===== src/rtl/lsu_unit.sv =====
// lsu_unit: multi-cycle RV32I load/store unit on a req/gnt/rvalid data bus.
// Takes the ALU result as effective address, stalls the core until the access
// completes, and returns aligned, sign/zero-extended load data.
//
// Ports:
//   clk, rst_n                       clock, async active-low reset
//   req_valid/we/funct3/addr/wdata   memory op from execute stage
//   lsu_stall                        combinational stall to the core
//   rd_valid, rd_data                load-complete pulse and extended data
//   misalign                         misaligned-access pulse (trap build only)
//   mem_req/we/addr/be/wdata         bus request side
//   mem_gnt, mem_rvalid, mem_rdata   bus response side
//
// Build option: define LSU_MISALIGN_TRAP_EN to trap misaligned half/word
// accesses (no bus op, misalign pulse). Otherwise the address is forced
// aligned to the access size and misalign is tied low.
module lsu_unit #(
  parameter int unsigned ADDR_W = 32
) (
  input  logic              clk,
  input  logic              rst_n,
  input  logic              req_valid,
  input  logic              req_we,
  input  logic [2:0]        req_funct3,
  input  logic [31:0]       req_addr,
  input  logic [31:0]       req_wdata,
  output logic              lsu_stall,
  output logic              rd_valid,
  output logic [31:0]       rd_data,
  output logic              misalign,
  output logic              mem_req,
  output logic              mem_we,
  output logic [ADDR_W-1:0] mem_addr,
  output logic [3:0]        mem_be,
  output logic [31:0]       mem_wdata,
  input  logic              mem_gnt,
  input  logic              mem_rvalid,
  input  logic [31:0]       mem_rdata
);

  typedef enum logic [1:0] {S_IDLE, S_REQ, S_WAIT_R, S_DONE} state_e;

  state_e            state_q, state_d;
  logic              mem_req_q, mem_req_d;
  logic              mem_we_q, mem_we_d;
  logic [ADDR_W-1:0] mem_addr_q, mem_addr_d;
  logic [3:0]        mem_be_q, mem_be_d;
  logic [31:0]       mem_wdata_q, mem_wdata_d;
  logic [31:0]       rd_data_q, rd_data_d;
  logic              rd_valid_q, rd_valid_d;
  logic              byte_q, byte_d;
  logic              half_q, half_d;
  logic              uns_q, uns_d;
  logic [1:0]        off_q, off_d;

  logic              is_byte_c, is_half_c;
  logic [1:0]        off_c;
  logic [3:0]        be_c;
  logic [31:0]       wdata_c;
  logic [7:0]        lane_b_c;
  logic [15:0]       lane_h_c;
  logic [31:0]       ld_ext_c;

  assign is_byte_c = (req_funct3[1:0] == 2'b00);
  assign is_half_c = (req_funct3[1:0] == 2'b01);

  // Request decode: offset forced to access-size alignment, lanes, replication
  always_comb begin
    off_c   = 2'b00;
    be_c    = 4'b1111;
    wdata_c = req_wdata;
    if (is_byte_c) begin
      off_c   = req_addr[1:0];
      be_c    = 4'b0001 << off_c;
      wdata_c = {4{req_wdata[7:0]}};
    end else if (is_half_c) begin
      off_c   = {req_addr[1], 1'b0};
      be_c    = 4'b0011 << off_c;
      wdata_c = {2{req_wdata[15:0]}};
    end
  end

  // Load data: pick lane using the offset captured at request time, then extend
  always_comb begin
    case (off_q)
      2'd1:    lane_b_c = mem_rdata[15:8];
      2'd2:    lane_b_c = mem_rdata[23:16];
      2'd3:    lane_b_c = mem_rdata[31:24];
      default: lane_b_c = mem_rdata[7:0];
    endcase
    lane_h_c = off_q[1] ? mem_rdata[31:16] : mem_rdata[15:0];
    if (byte_q) begin
      ld_ext_c = {{24{~uns_q & lane_b_c[7]}}, lane_b_c};
    end else if (half_q) begin
      ld_ext_c = {{16{~uns_q & lane_h_c[15]}}, lane_h_c};
    end else begin
      ld_ext_c = mem_rdata;
    end
  end

`ifdef LSU_MISALIGN_TRAP_EN
  logic misalign_q, misalign_d;
  logic misaligned_c;
  assign misaligned_c = (is_half_c & req_addr[0]) |
                        (~is_byte_c & ~is_half_c & (req_addr[1:0] != 2'b00));
  assign misalign = misalign_q;
`else
  assign misalign = 1'b0;
`endif

  // Next-state and registered-output logic
  always_comb begin
    state_d     = state_q;
    mem_req_d   = mem_req_q;
    mem_we_d    = mem_we_q;
    mem_addr_d  = mem_addr_q;
    mem_be_d    = mem_be_q;
    mem_wdata_d = mem_wdata_q;
    rd_data_d   = rd_data_q;
    rd_valid_d  = 1'b0;
    byte_d      = byte_q;
    half_d      = half_q;
    uns_d       = uns_q;
    off_d       = off_q;
`ifdef LSU_MISALIGN_TRAP_EN
    misalign_d  = 1'b0;
`endif
    case (state_q)
      S_IDLE: begin
        if (req_valid) begin
          mem_we_d    = req_we;
          mem_addr_d  = {req_addr[ADDR_W-1:2], 2'b00};
          mem_be_d    = be_c;
          mem_wdata_d = wdata_c;
          byte_d      = is_byte_c;
          half_d      = is_half_c;
          uns_d       = req_funct3[2];
          off_d       = off_c;
`ifdef LSU_MISALIGN_TRAP_EN
          if (misaligned_c) begin
            state_d    = S_DONE;
            misalign_d = 1'b1;
          end else begin
            state_d   = S_REQ;
            mem_req_d = 1'b1;
          end
`else
          state_d   = S_REQ;
          mem_req_d = 1'b1;
`endif
        end
      end
      S_REQ: begin
        if (mem_gnt) begin
          mem_req_d = 1'b0;
          state_d   = mem_we_q ? S_DONE : S_WAIT_R;
        end
      end
      S_WAIT_R: begin
        if (mem_rvalid) begin
          rd_data_d  = ld_ext_c;
          rd_valid_d = 1'b1;
          state_d    = S_DONE;
        end
      end
      S_DONE:  state_d = S_IDLE;
      default: state_d = S_IDLE;
    endcase
  end

  // State and output registers
  always_ff @(posedge clk or negedge rst_n) begin
    if (!rst_n) begin
      state_q     <= S_IDLE;
      mem_req_q   <= 1'b0;
      mem_we_q    <= 1'b0;
      mem_addr_q  <= '0;
      mem_be_q    <= 4'b0000;
      mem_wdata_q <= 32'h0;
      rd_data_q   <= 32'h0;
      rd_valid_q  <= 1'b0;
      byte_q      <= 1'b0;
      half_q      <= 1'b0;
      uns_q       <= 1'b0;
      off_q       <= 2'b00;
`ifdef LSU_MISALIGN_TRAP_EN
      misalign_q  <= 1'b0;
`endif
    end else begin
      state_q     <= state_d;
      mem_req_q   <= mem_req_d;
      mem_we_q    <= mem_we_d;
      mem_addr_q  <= mem_addr_d;
      mem_be_q    <= mem_be_d;
      mem_wdata_q <= mem_wdata_d;
      rd_data_q   <= rd_data_d;
      rd_valid_q  <= rd_valid_d;
      byte_q      <= byte_d;
      half_q      <= half_d;
      uns_q       <= uns_d;
      off_q       <= off_d;
`ifdef LSU_MISALIGN_TRAP_EN
      misalign_q  <= misalign_d;
`endif
    end
  end

  assign lsu_stall = req_valid & (state_q != S_DONE);
  assign rd_valid  = rd_valid_q;
  assign rd_data   = rd_data_q;
  assign mem_req   = mem_req_q;
  assign mem_we    = mem_we_q;
  assign mem_addr  = mem_addr_q;
  assign mem_be    = mem_be_q;
  assign mem_wdata = mem_wdata_q;

endmodule


===== config.mk =====
export PLATFORM = sky130hd
export DESIGN_NAME = lsu_unit
export DESIGN_NICKNAME = d
export VERILOG_FILES = /design/src/rtl/lsu_unit.sv
export SDC_FILE = /design/constraint.sdc
export NUM_CORES = 1
export LEC_CHECK = 0
export BUFFER_PORTS_ARGS = -buffer_cell sky130_fd_sc_hd__buf_2
export CAP_MARGIN = 20
export CORE_AREA = 2 2 188 98
export CTS_CLUSTER_DIAMETER = 40
export DETAILED_ROUTE_END_ITERATION = 12
export DIE_AREA = 0 0 190 100
export PLACE_DENSITY = 0.56
export RECOVER_POWER = 50
export SYNTH_ARGS = -nofsm -noshare
export SYNTH_HDL_FRONTEND = slang
export SYNTH_SLANG_ARGS = --single-unit

===== constraint.sdc =====
create_clock -name clk -period 1.7 [get_ports clk]
set_input_delay 0.255 -clock clk [delete_from_list [all_inputs] [get_ports clk]]
set_output_delay 0.255 -clock clk [all_outputs]
set_load 0.01 [all_outputs]

==> results.md <==
- Startpoint types: flip-flop
- I/O pin cnt: 210
- CTS Sinks: 108
- Worst-path cell chain: buf_4, ha_1, and2_2, buf_12, buf_4, nor2_1, a31oi_2
- Simple logic cell fraction of the synthesized area: 8.34%
- WP buf/inv: 3
- Clk_lat worst skew: 0.36 ns
- Sequential element share of the synthesized area: 52.7%
- Final setup violation count: 0
- Worst VDD drop: 731 uV
- Worst path most repeated cell: buf_4
- Clk slew on worst S/H paths: 0.08 ns
- Antenna Nets Post-Route: 0
- Pwr/cell area: 1780 nW/um^2
- Routed wire length: 15300 um
- Status: completed
- # Max-Cap Violations: 0
- HP Class: in -> reg
- Gpl congestion: 0.782
- Pleak: 3.22 nW
- Number of remaining DRC errors: 0
- Hold Violations, Final: 0
- Syn avg cell area: 11.5 um^2
- First-pass GRT wire length: 23200 um
- Combinational share of power: 43.7%
- Antenna diodes: 0
- Number of fill cells: 1742
- Total power after layout: 12.1 mW
- Die area: 19000 um^2
- Main combinational cell family by area after synthesis: multiplexers
- H-tree levels: 3
- Die X: 190 um
- Top cell type by total area after synthesis: dfrtp_1
- Final instance count without filler cells: 898
- Compound-Gate Fraction of Synth Area: 13.0%
- Starting Density: 29.1%
- Fmax: 610 MHz
- Antenna violations before repair: 0
- IO Port Bufs: 206
- Vias per inst: 4.66
- Setup TNS: 0 ns
- Crit. End Element: flip-flop
- Mapped Area: 5130 um^2
- Gr ovfl total: 0
- DP Wirelength: 11800 um
- Flops & latches, synth: 108
- Die Y: 100 um
- Vias in the first global route: 4155
- Layout cells sized above 1: 41.2%
- CTS Buffer Depth: 2
- Switch Pwr: 4.60 mW
- Iter 0 DRT Violations: 253
- Worst hold path cell count: 2
- Nets: 763
- DP Area: 6540 um^2
- DR WL/cell: 17.1 um
- Crit path max-delay cell type: dfrtp_1
- Data required time of the critical path: 1.93 ns
- Post-synth EDFFs: 0
- Core Box Area: 17600 um^2
- Dpl ws: -0.0122 ns
- Worst reg2reg path depth: 7
- Routed vias: 4183
- Worst rel slew slack: 57.8%
- Post-Synth XOR/XNOR Area: 0%
- Most used flip-flop cell after synthesis: dfrtp_1
- Cell-internal power: 7.52 mW
- Mux contribution to synthesized area: 20.5%
- Largest cells by area after synthesis: dfrtp_1, mux2_2, mux2i_1
- Initial DRT Pass Iterations: 4
- Syn Inst Count: 445
- Rows: 35
- Total CTS buffers: 9
- Fin area: 6810 um^2
- Crit share post-route: 96.5%
- Peak fanout along the critical path: 25
- All-Layer GR Usage: 15.9%
- Setup ws final: 0.0600 ns
- Critical path's largest stage delay: 0.42 ns
- Min Clock Period, post-route: 1.64 ns
- Largest net degree at the start of global routing: 55
- Netlist cell types: 35
- Critical path depth: 7
- Crit path kind: reg -> reg
- Sequential power share: 38.0%
- Ys async rst share: 100%
- Yosys warns: 0
- Net Sw Frac: 38.0%
- Crit-path leading delay family: buffers and inverters
- Layout area overhead: 32.7%
- Slew Viols, Final: 0
- Worst-Margin Slew: 0.633 ns
- CTS tree: done
- Worst Path Arrival: 1.87 ns
- Root buffer cell: clkbuf_16
- Yosys top cell area share: 52.7%
- Clk_skew: 0.0121 ns
- Clock network fraction of total power: 18.4%
- RSZ-0062 raised after global routing: true
- Adder-Cell Fraction of Synth Area: 1.22%
- Dpl cells: 879
state kept, by name, summed over array words and instances (netlist names):
register and count:
mem_wdata 32, mem_we 1, mem_be 4, off_q 2, rd_valid 1, half_q 1
state_q 2, uns_q 1, byte_q 1, rd_data 32, mem_addr 30, mem_req 1
worst register-to-register path, delay by kind of cell, from the launching register on:
family / cells / cell delay (ns)
buffers and inverters: 3 / 0.52
flip-flops: 1 / 0.42
AND/OR/NAND/NOR: 2 / 0.35
adder cells (fa/ha/maj): 1 / 0.18
AO/OA/AOI/OAI: 1 / 0.04
path summary, 6_finish.rpt:
| path | slack [ns] | from | endpoint |
|---|---|---|---|
| worst max-delay path | 0.06 | state_q[1] | rd_data[25] |
| worst min-delay path | 0.12 | req_funct3[2] | uns_q |
| worst max register to register | 0.06 | state_q[1] | rd_data[25] |
| worst min register to register | 0.48 | mem_wdata[19] | mem_wdata[19] |
| max in group asynchronous | 0.21 | rst_n | mem_we |
| min in group asynchronous | 0.46 | rst_n | mem_wdata[1] |
routing by layer:
metal  GRT usage (%)  up-vias  part of all wire (%)
li1                -     1982                     -
met1            24.4     2063                    51
met2            21.3      130                    41
met3            5.38        8                   7.0
met4            3.46        0                  0.76
met5               0        -                     0
layout make-up:
cell class / count / area (um^2) / area share [%]
Multi-Input combinational cell: 297 / 2250 / 33.1
Clock buffer: 12 / 256 / 3.77
Tap cell: 240 / 300 / 4.41
Inverter: 7 / 26.3 / 0.386
Clock inverter: 4 / 55.1 / 0.809
Sequential cell: 108 / 2700 / 39.7
Timing Repair Buffer: 230 / 1220 / 17.9
power groups by stage:
| stage | sequential [mW] | clock, mW | combinational, mW |
|---|---|---|---|
| after floorplan | 5.08 | 0 | 2.58 |
| after global placement | 4.54 | 0 | 5.30 |
| after detailed placement | 4.60 | 0 | 5.43 |
| after CTS | 4.59 | 2.32 | 5.46 |
| after global routing | 4.76 | 2.42 | 5.80 |
| final | 4.60 | 2.23 | 5.29 |
cell usage after synthesis (all sizes together) (3+ instances only):
library cell / count
mux2: 41
o211ai: 7
nor3: 3
a31oi: 17
mux4: 7
nor2: 29
nand2: 62
buf: 21
mux2i: 43
a21oi: 12
o21a: 7
inv: 7
o22a: 10
clkbuf: 14
o21ai: 41
ha: 5
dfrtp: 108
per-stage QoR:
step	hold WS, ns	utilization [%]
global route	0.112	38.6
global placement	0.197	37.1
floorplan	-0.0406	-
finish	0.124	38.6
detailed placement	0.197	37.1
CTS	0.110	38.9
kinds of logic (layout without fill, tap and decap cells):
| logic type | count (synthesis) | after routing |
|---|---|---|
| other | 1 | 3 |
| multiplexers | 91 | 91 |
| flip-flops | 108 | 108 |
| AO/OA/AOI/OAI | 99 | 99 |
| adder cells (fa/ha/maj) | 5 | 5 |
| AND/OR/NAND/NOR | 99 | 99 |
| buffers and inverters | 42 | 253 |
layout by cell type (no fill, tap or decap), drive strengths merged:
cell type	count
buf	180
dfrtp	108
nand2	62
clkbuf	61
mux2i	43
o21ai	41
mux2	41
nor2	29
a31oi	17
a21oi	12
o22a	10
inv	9
mux4	7
o211ai	7
o21a	7
ha	5
conb	3
nor3	3
nand2b	2
o31ai	2
and2	1
nor4b	1
or2	1
o22ai	1
a222oi	1
a22o	1
bufinv	1
clkinvlp	1
dlygate4sd3	1
repair_timing:
| item | CTS | global route |
|---|---|---|
| pin swaps | 1 | 1 |
| setup endpoints to repair | 1 | 44 |
| resized for setup | 0 | 7 |
| buffers inserted | 1 | 1 |
| hold buffers | 1 | 0 |
| hold endpoints to repair | 22 | 0 |
(Power assumes the default switching activity.)
